===== src/rtl/mul_div_pkg.sv =====
// Shared types for the iterative RV32M multiply/divide unit: op encodings,
// FSM states and the iteration counter width.
package mul_div_pkg;

    typedef enum logic [2:0] {
        OP_MUL    = 3'b000,
        OP_MULH   = 3'b001,
        OP_MULHSU = 3'b010,
        OP_MULHU  = 3'b011,
        OP_DIV    = 3'b100,
        OP_DIVU   = 3'b101,
        OP_REM    = 3'b110,
        OP_REMU   = 3'b111
    } op_e;

    typedef enum logic [1:0] {
        IDLE = 2'd0,
        CALC = 2'd1,
        DONE = 2'd2
    } state_e;

    localparam int unsigned DEF_DATA_WIDTH = 32;
    localparam int unsigned CNT_WIDTH      = $clog2(DEF_DATA_WIDTH) + 1;

endpackage


===== src/rtl/mul_div_datapath.sv =====
// Unsigned magnitude datapath: one shift-add multiply step and one restoring
// divide step per enabled cycle, both running in parallel on the same operands.
module mul_div_datapath #(
    parameter int unsigned W = 32
) (
    input  logic           clk,
    input  logic           rst,
    input  logic           load_i,
    input  logic           step_i,
    input  logic [W-1:0]   mag_a_i,
    input  logic [W-1:0]   mag_b_i,
    output logic [2*W-1:0] prod_nxt_o,
    output logic [W-1:0]   quot_nxt_o,
    output logic [W-1:0]   rem_nxt_o
);

    logic [2*W-1:0] acc_q, acc_d, mcand_q, mcand_d;
    logic [W-1:0]   mplier_q, mplier_d;
    logic [W-1:0]   rem_q, rem_d, quot_q, quot_d, dvsr_q, dvsr_d;
    logic [W:0]     shifted, trial;

    always_comb begin
        acc_d    = acc_q;
        mcand_d  = mcand_q;
        mplier_d = mplier_q;
        rem_d    = rem_q;
        quot_d   = quot_q;
        dvsr_d   = dvsr_q;
        // quot_q doubles as the dividend shift register feeding the remainder
        shifted  = {rem_q, quot_q[W-1]};
        trial    = shifted - {1'b0, dvsr_q};
        if (load_i) begin
            acc_d    = '0;
            mcand_d  = {{W{1'b0}}, mag_a_i};
            mplier_d = mag_b_i;
            rem_d    = '0;
            quot_d   = mag_a_i;
            dvsr_d   = mag_b_i;
        end else if (step_i) begin
            if (mplier_q[0]) begin
                acc_d = acc_q + mcand_q;
            end
            mcand_d  = mcand_q << 1;
            mplier_d = mplier_q >> 1;
            if (!trial[W]) begin
                rem_d  = trial[W-1:0];
                quot_d = {quot_q[W-2:0], 1'b1};
            end else begin
                rem_d  = shifted[W-1:0];
                quot_d = {quot_q[W-2:0], 1'b0};
            end
        end
    end

    always_ff @(posedge clk or posedge rst) begin
        if (rst) begin
            acc_q    <= '0;
            mcand_q  <= '0;
            mplier_q <= '0;
            rem_q    <= '0;
            quot_q   <= '0;
            dvsr_q   <= '0;
        end else begin
            acc_q    <= acc_d;
            mcand_q  <= mcand_d;
            mplier_q <= mplier_d;
            rem_q    <= rem_d;
            quot_q   <= quot_d;
            dvsr_q   <= dvsr_d;
        end
    end

    assign prod_nxt_o = acc_d;
    assign quot_nxt_o = quot_d;
    assign rem_nxt_o  = rem_d;

endmodule


===== src/rtl/mul_div_unit.sv =====
// RV32M multiply/divide unit: FSM, iteration counter, special-case detection
// and sign correction around the magnitude datapath.
module mul_div_unit
    import mul_div_pkg::*;
#(
    parameter int unsigned DATA_WIDTH          = DEF_DATA_WIDTH,
    parameter int unsigned REG_FILE_ADDR_WIDTH = 5
) (
    input  logic                           clk,
    input  logic                           rst,
    input  logic                           start,
    input  logic                           flush,
    input  logic [2:0]                     funct3,
    input  logic [DATA_WIDTH-1:0]          op_a,
    input  logic [DATA_WIDTH-1:0]          op_b,
    input  logic [REG_FILE_ADDR_WIDTH-1:0] rd_in,
    output logic                           busy,
    output logic                           done,
    output logic [DATA_WIDTH-1:0]          result,
    output logic [REG_FILE_ADDR_WIDTH-1:0] rd_out
);

    localparam int unsigned W = DATA_WIDTH;
    localparam logic [CNT_WIDTH-1:0] LAST = CNT_WIDTH'(DATA_WIDTH - 1);

    state_e                         state_q, state_d;
    op_e                            op_q, op_d, op_in;
    logic                           neg_q, neg_d, neg_in;
    logic [CNT_WIDTH-1:0]           cnt_q, cnt_d;
    logic [REG_FILE_ADDR_WIDTH-1:0] rd_q, rd_d, rd_out_q, rd_out_d;
    logic [W-1:0]                   result_q, result_d;

    logic           sign_a, sign_b, div_zero, div_ovf, special, load, step;
    logic [W-1:0]   mag_a, mag_b, special_val, final_val;
    logic [2*W-1:0] prod_nxt, prod_s;
    logic [W-1:0]   quot_nxt, rem_nxt, quot_s, rem_s;

    assign op_in = op_e'(funct3);

    always_comb begin
        sign_a   = op_a[W-1] && !(op_in inside {OP_MULHU, OP_DIVU, OP_REMU});
        sign_b   = op_b[W-1] && (op_in inside {OP_MUL, OP_MULH, OP_DIV, OP_REM});
        mag_a    = sign_a ? -op_a : op_a;
        mag_b    = sign_b ? -op_b : op_b;
        // remainder follows the dividend; products and quotients follow the sign xor
        neg_in   = (op_in == OP_REM) ? sign_a : (sign_a ^ sign_b);
        div_zero = funct3[2] && (op_b == '0);
        div_ovf  = (op_in inside {OP_DIV, OP_REM}) &&
                   (op_a == {1'b1, {(W-1){1'b0}}}) && (op_b == '1);
        special  = div_zero || div_ovf;
        if (div_zero) begin
            special_val = funct3[1] ? op_a : '1;
        end else begin
            special_val = funct3[1] ? '0 : op_a;
        end
    end

    mul_div_datapath #(.W(W)) u_datapath (
        .clk        (clk),
        .rst        (rst),
        .load_i     (load),
        .step_i     (step),
        .mag_a_i    (mag_a),
        .mag_b_i    (mag_b),
        .prod_nxt_o (prod_nxt),
        .quot_nxt_o (quot_nxt),
        .rem_nxt_o  (rem_nxt)
    );

    always_comb begin
        prod_s = neg_q ? -prod_nxt : prod_nxt;
        quot_s = neg_q ? -quot_nxt : quot_nxt;
        rem_s  = neg_q ? -rem_nxt  : rem_nxt;
        case (op_q)
            OP_MUL:                        final_val = prod_s[W-1:0];
            OP_MULH, OP_MULHSU, OP_MULHU:  final_val = prod_s[2*W-1:W];
            OP_DIV, OP_DIVU:               final_val = quot_s;
            default:                       final_val = rem_s;
        endcase
    end

    always_comb begin
        state_d  = state_q;
        op_d     = op_q;
        neg_d    = neg_q;
        cnt_d    = cnt_q;
        rd_d     = rd_q;
        rd_out_d = rd_out_q;
        result_d = result_q;
        load     = 1'b0;
        step     = 1'b0;
        case (state_q)
            IDLE: begin
                if (start) begin
                    if (special) begin
                        state_d  = DONE;
                        result_d = special_val;
                        rd_out_d = rd_in;
                    end else begin
                        state_d = CALC;
                        load    = 1'b1;
                        op_d    = op_in;
                        neg_d   = neg_in;
                        rd_d    = rd_in;
                        cnt_d   = '0;
                    end
                end
            end
            CALC: begin
                if (flush) begin
                    state_d = IDLE;
                end else begin
                    step  = 1'b1;
                    cnt_d = cnt_q + 1'b1;
                    if (cnt_q == LAST) begin
                        state_d  = DONE;
                        result_d = final_val;
                        rd_out_d = rd_q;
                    end
                end
            end
            DONE:    state_d = IDLE;
            default: state_d = IDLE;
        endcase
    end

    always_ff @(posedge clk or posedge rst) begin
        if (rst) begin
            state_q  <= IDLE;
            op_q     <= OP_MUL;
            neg_q    <= 1'b0;
            cnt_q    <= '0;
            rd_q     <= '0;
            rd_out_q <= '0;
            result_q <= '0;
        end else begin
            state_q  <= state_d;
            op_q     <= op_d;
            neg_q    <= neg_d;
            cnt_q    <= cnt_d;
            rd_q     <= rd_d;
            rd_out_q <= rd_out_d;
            result_q <= result_d;
        end
    end

    assign busy   = (state_q == CALC);
    assign done   = (state_q == DONE);
    assign result = result_q;
    assign rd_out = rd_out_q;

endmodule


===== config.mk =====
export PLATFORM = sky130hd
export DESIGN_NAME = mul_div_unit
export DESIGN_NICKNAME = d
export VERILOG_FILES = /design/src/rtl/mul_div_pkg.sv /design/src/rtl/mul_div_datapath.sv /design/src/rtl/mul_div_unit.sv
export SDC_FILE = /design/constraint.sdc
export NUM_CORES = 1
export LEC_CHECK = 0
export CELL_PAD_IN_SITES_DETAIL_PLACEMENT = 0
export CELL_PAD_IN_SITES_GLOBAL_PLACEMENT = 2
export CORE_ASPECT_RATIO = 0.5
export CORE_MARGIN = 1.5
export CORE_UTILIZATION = 41
export CTS_BUF_LIST = sky130_fd_sc_hd__clkbuf_16
export CTS_CLUSTER_DIAMETER = 200
export DETAILED_ROUTE_END_ITERATION = 16
export HOLD_SLACK_MARGIN = 0.05
export PLACE_DENSITY = 0.83
export SETUP_SLACK_MARGIN = 0.4
export SYNTH_ARGS = -nofsm -noshare
export SYNTH_HDL_FRONTEND = slang
export SYNTH_HIERARCHICAL = 1
export SYNTH_SLANG_ARGS = --single-unit

===== constraint.sdc =====
create_clock -name clk -period 29.8 [get_ports clk]
set_input_delay 7.45 -clock clk [delete_from_list [all_inputs] [get_ports clk]]
set_output_delay 7.45 -clock clk [all_outputs]
set_load 0.005 [all_outputs]

==> results by group <==
Clock network
  – Clk root buf: clkbuf_16
  – CTS tree: done
  – Clock edge transition at the registers on the reported setup and hold paths: 60 ps
  – Clock latency on the worst-skew pair: 590 ps
  – CTS Sinks: 310
  – # resized after CTS: 0
  – Hold_buf cts: 0
  – CTS Buffer Depth: 3
  – CTS Buf Count: 35
  – Postcts setup bufs: 0
  – H-tree depth: 2

Synth
  – Cell count after synthesis: 3053
  – Combinational family with the most area after synthesis: compound AO/OA/AOI/OAI gates
  – Synth area leaders: dfrtp_1 (31%), mux2i_1 (7.3%), a21oi_1 (5.2%), ha_1 (5.1%), nand2_1 (4.6%)
  – Compound-Gate Fraction of Synth Area: 23.55%
  – Mean area per synthesized cell: about 8 sq um
  – Post-Synth XOR/XNOR Area: 6.691%
  – Multiplexer share of the synthesized area: 8.263%
  – Syn Nets: 3233
  – Share of the synthesized area in the top cell type: roughly 31%
  – Yosys cell types: 96
  – Async SR Flop Fraction: 100.0%
  – Post-synth top flop: dfrtp_1
  – Post-synthesis cell type with the largest combined area: dfrtp_1
  – Area of the mapped netlist: 25150 sq um
  – Sequential area share after synthesis: 30.84%
  – Post-synth EDFFs: 0
  – Fraction of the mapped netlist area in adder cells: 6.308%
  – Simple-Gate Fraction of Synth Area: between 20% and 30%
  – Yosys reg bits: 310
  – Yosys warns: 6

Power and ir drop
  – Design Power: 0.002375 W
  – Static leakage: 11.63 nW
  – Switch share: 48.22%
  – VDD IR max: around 0.000042 V
  – Clock power share: 19.1%
  – Power share of the combinational group: 56.7%
  – Int Power: ~0.0012 W
  – Reg power frac: 24.2%
  – Psw: approximately 0.0011 W
  – PwrDens: between 80 and 90 nW/um^2

Timing
  – Least-Margin Pin Slew: approximately 1400 ps
  – Setup TNS: 0 ps
  – Tcrit/Tclk final: between 50% and 60%
  – Final hold violations: 0
  – Worst hold margin: 473.5 ps
  – RSZ-0062 raised after global routing: false
  – Final Max Slew Viols: 0
  – Layout Skew: 42.76 ps
  – Peak Freq: 0.06288 GHz
  – Tmin final: 15900 ps
  – Count of final setup violators: 0
  – Relative slew slack: 7.099%

Global routing
  – First-pass GRT wire length: 151200 um
  – Vias in the first global route: 22750
  – Overall Global Routing Usage: between 30% and 40%
  – Initial antenna violation count: 7
  – Total grt overflow: 0
  – Largest net degree at the start of global routing: 94

Drt
  – DRT antenna net count: 0
  – Routed Wire Length: 101400 um
  – Via count: 24370
  – Drt pass-1 iters: 7
  – Initial DRC count: 2652
  – DRC Markers: 0
  – Vias per inst: 6.204
  – Avg WL per Cell: 25.81 um

Placed design
  – PortBufs: between 100 and 150
  – Global placer's final weighted congestion: 0.9949
  – Detailed placer's ending HPWL: 77640 um
  – Placed cell count: 3865

Worst setup path
  – Worst-path cell chain: clkdlybuf4s50_1 > or4_1 > nor4_1 > nand4_1 > o31ai_2 > or4b_2 > inv_6 > clkinv_2 > buf_4 > a21oi_1 > or4_1 > nor4_1 > a311oi_1 > a41o_1 > a221o_1 > a2111oi_0 > nor3_1
  – CP endpoint kind: flip-flop
  – WS Path Type: input pin to flip-flop
  – CP required: 30240 ps
  – Largest stage delay on the critical path: 1190 ps
  – Crit-path leading delay family: simple AND/OR/NAND/NOR gates
  – WP data arrival: 16340 ps
  – CP Max Fanout: 77
  – Critical Path Source: op_a[24]
  – Crit start category: input pin
  – Crit path depth: 17
  – FF-to-FF path depth: 13
  – Critical R2R Launch: state_q[1]$_DFFE_PP0P_
  – Buf/Inv on CP: 4
  – Critical path's slowest cell: nor4_1

Die
  – Die ar.: 62930 sq um
  – # IOs: 115
  – Die X: ~350 um
  – Starting Density: 41.98%
  – Row count: 63
  – Die Y: 178.1 um
  – CORE AREA: 59910 sq um

Cells and area
  – Final non-filler cell total: approximately 3900
  – Area grow syn2layout: 12.14%
  – Final-stage net count: 3270
  – Share of cells above drive strength 1: ~6.3%

Run
  – Total of max-cap violations: 0

Hold path
  – Min-delay src: u_datapath/mplier_q[31]$_DFFE_PP0P_
  – Worst Hold Path Cells: 2
  – HP Class: flip-flop to flip-flop

Run status
  – Run status: complete, no violations
## tightest hold or removal path, stage by stage, from the launching register on
cell and delay, ps:
dfrtp_1 340, nand2_1 50, nand2_1 50
## layout by cell type, fill, tap and decap left out, types with 48 or more instances in the layout
cell type / count
a211oi_1: 50
a21o_1: 54
a21oi_1: 263
buf_4: 62
clkdlybuf4s50_1: 114
dfrtp_1: 309
ha_1: 102
inv_1: 92
mux2i_1: 184
nand2_1: 304
nand3_1: 60
nand4_1: 48
nor2_1: 288
nor3_1: 90
o21ai_0: 196
o31ai_1: 65
xnor2_1: 103
xor2_1: 86
## sequential cells by signal, summed over array words and instances (netlist names)
register and count:
u_datapath/mcand_q 64, u_datapath/rem_q 32, cnt_q 6, u_datapath/quot_q 32
state_q 2, rd_q 5, op_q 3, u_datapath/mplier_q 32
result 32, u_datapath/dvsr_q 32, u_datapath/acc_q 64, rd_out 5
neg_q 1
## cells by family after synthesis
logic type	after synthesis
xor+xnor	190
flops	310
fa+ha+maj	131
mux	205
buf+inv	270
compound gates	904
simple gates	1043
## per-layer routing
metal	vias to the layer above	share of wire (%)	global-route usage [%]
li1	11340	-	-
met1	11990	48	47.76
met4	8	1.7	5.472
met5	-	0.049	0
met2	921	40	44.05
met3	111	10	9.923
## cells in the mapped netlist (27+ instances only)
cell,n
o21ai_0,196
xnor2_1,103
dfrtp_1,310
clkbuf_1,135
or3_1,36
o31ai_1,65
nor4_1,43
nand2_1,305
nor2_1,288
or4_1,32
ha_1,102
xor2_1,86
nand4_1,48
nor3_1,91
nand3_1,60
o211ai_1,27
a211oi_1,50
mux2i_1,184
maj3_1,27
a21oi_1,263
inv_1,92
o21bai_1,27
a21o_1,54
## power by group through the flow
stage | clock network (W) | registers, W | logic [W]
after global placement | 0 | 0.000580 | 0.00131
after detailed placement | 0 | 0.000580 | 0.00130
after CTS | 0.000462 | 0.000574 | 0.00131
after global routing | 0.000478 | 0.000585 | 0.00146
final | 0.000453 | 0.000575 | 0.00135
after floorplan | 0 | 0.000554 | 0.000953
## path summary, 6_finish.rpt
kind                                                  endpoint  slack [ps]
max in group asynchronous       u_datapath/acc_q[14]$_DFF_PP0_       20140
min reg2reg                u_datapath/mplier_q[31]$_DFFE_PP0P_         470
max                                     result[31]$_DFFE_PP0P_       13900
min in group asynchronous       u_datapath/rem_q[29]$_DFF_PP0_        7360
max reg2reg                             result[31]$_DFFE_PP0P_       23000
min                        u_datapath/mplier_q[31]$_DFFE_PP0P_         470
## per-stage QoR
step	instance area (sq um)	worst slack [ps]	util, %
after floorplan	25150	15310	-
after global placement	27080	13940	45.20
after detailed placement	27080	13710	45.20
after CTS	28200	14270	47.07
after global routing	28200	13430	47.07
final	28200	13900	47.08
## layout make-up
cell class	instances	area, sq um
tap	812	1016
multi-input combinational	2473	16320
antenna	2	5.005
timing repair buffer	176	1607
clock buffer	35	875.8
clock inverter	27	245.2
sequential	310	7759
fill	5931	31700
inverter	94	374.1
Note: power is estimated with default switching activity, not from simulation.
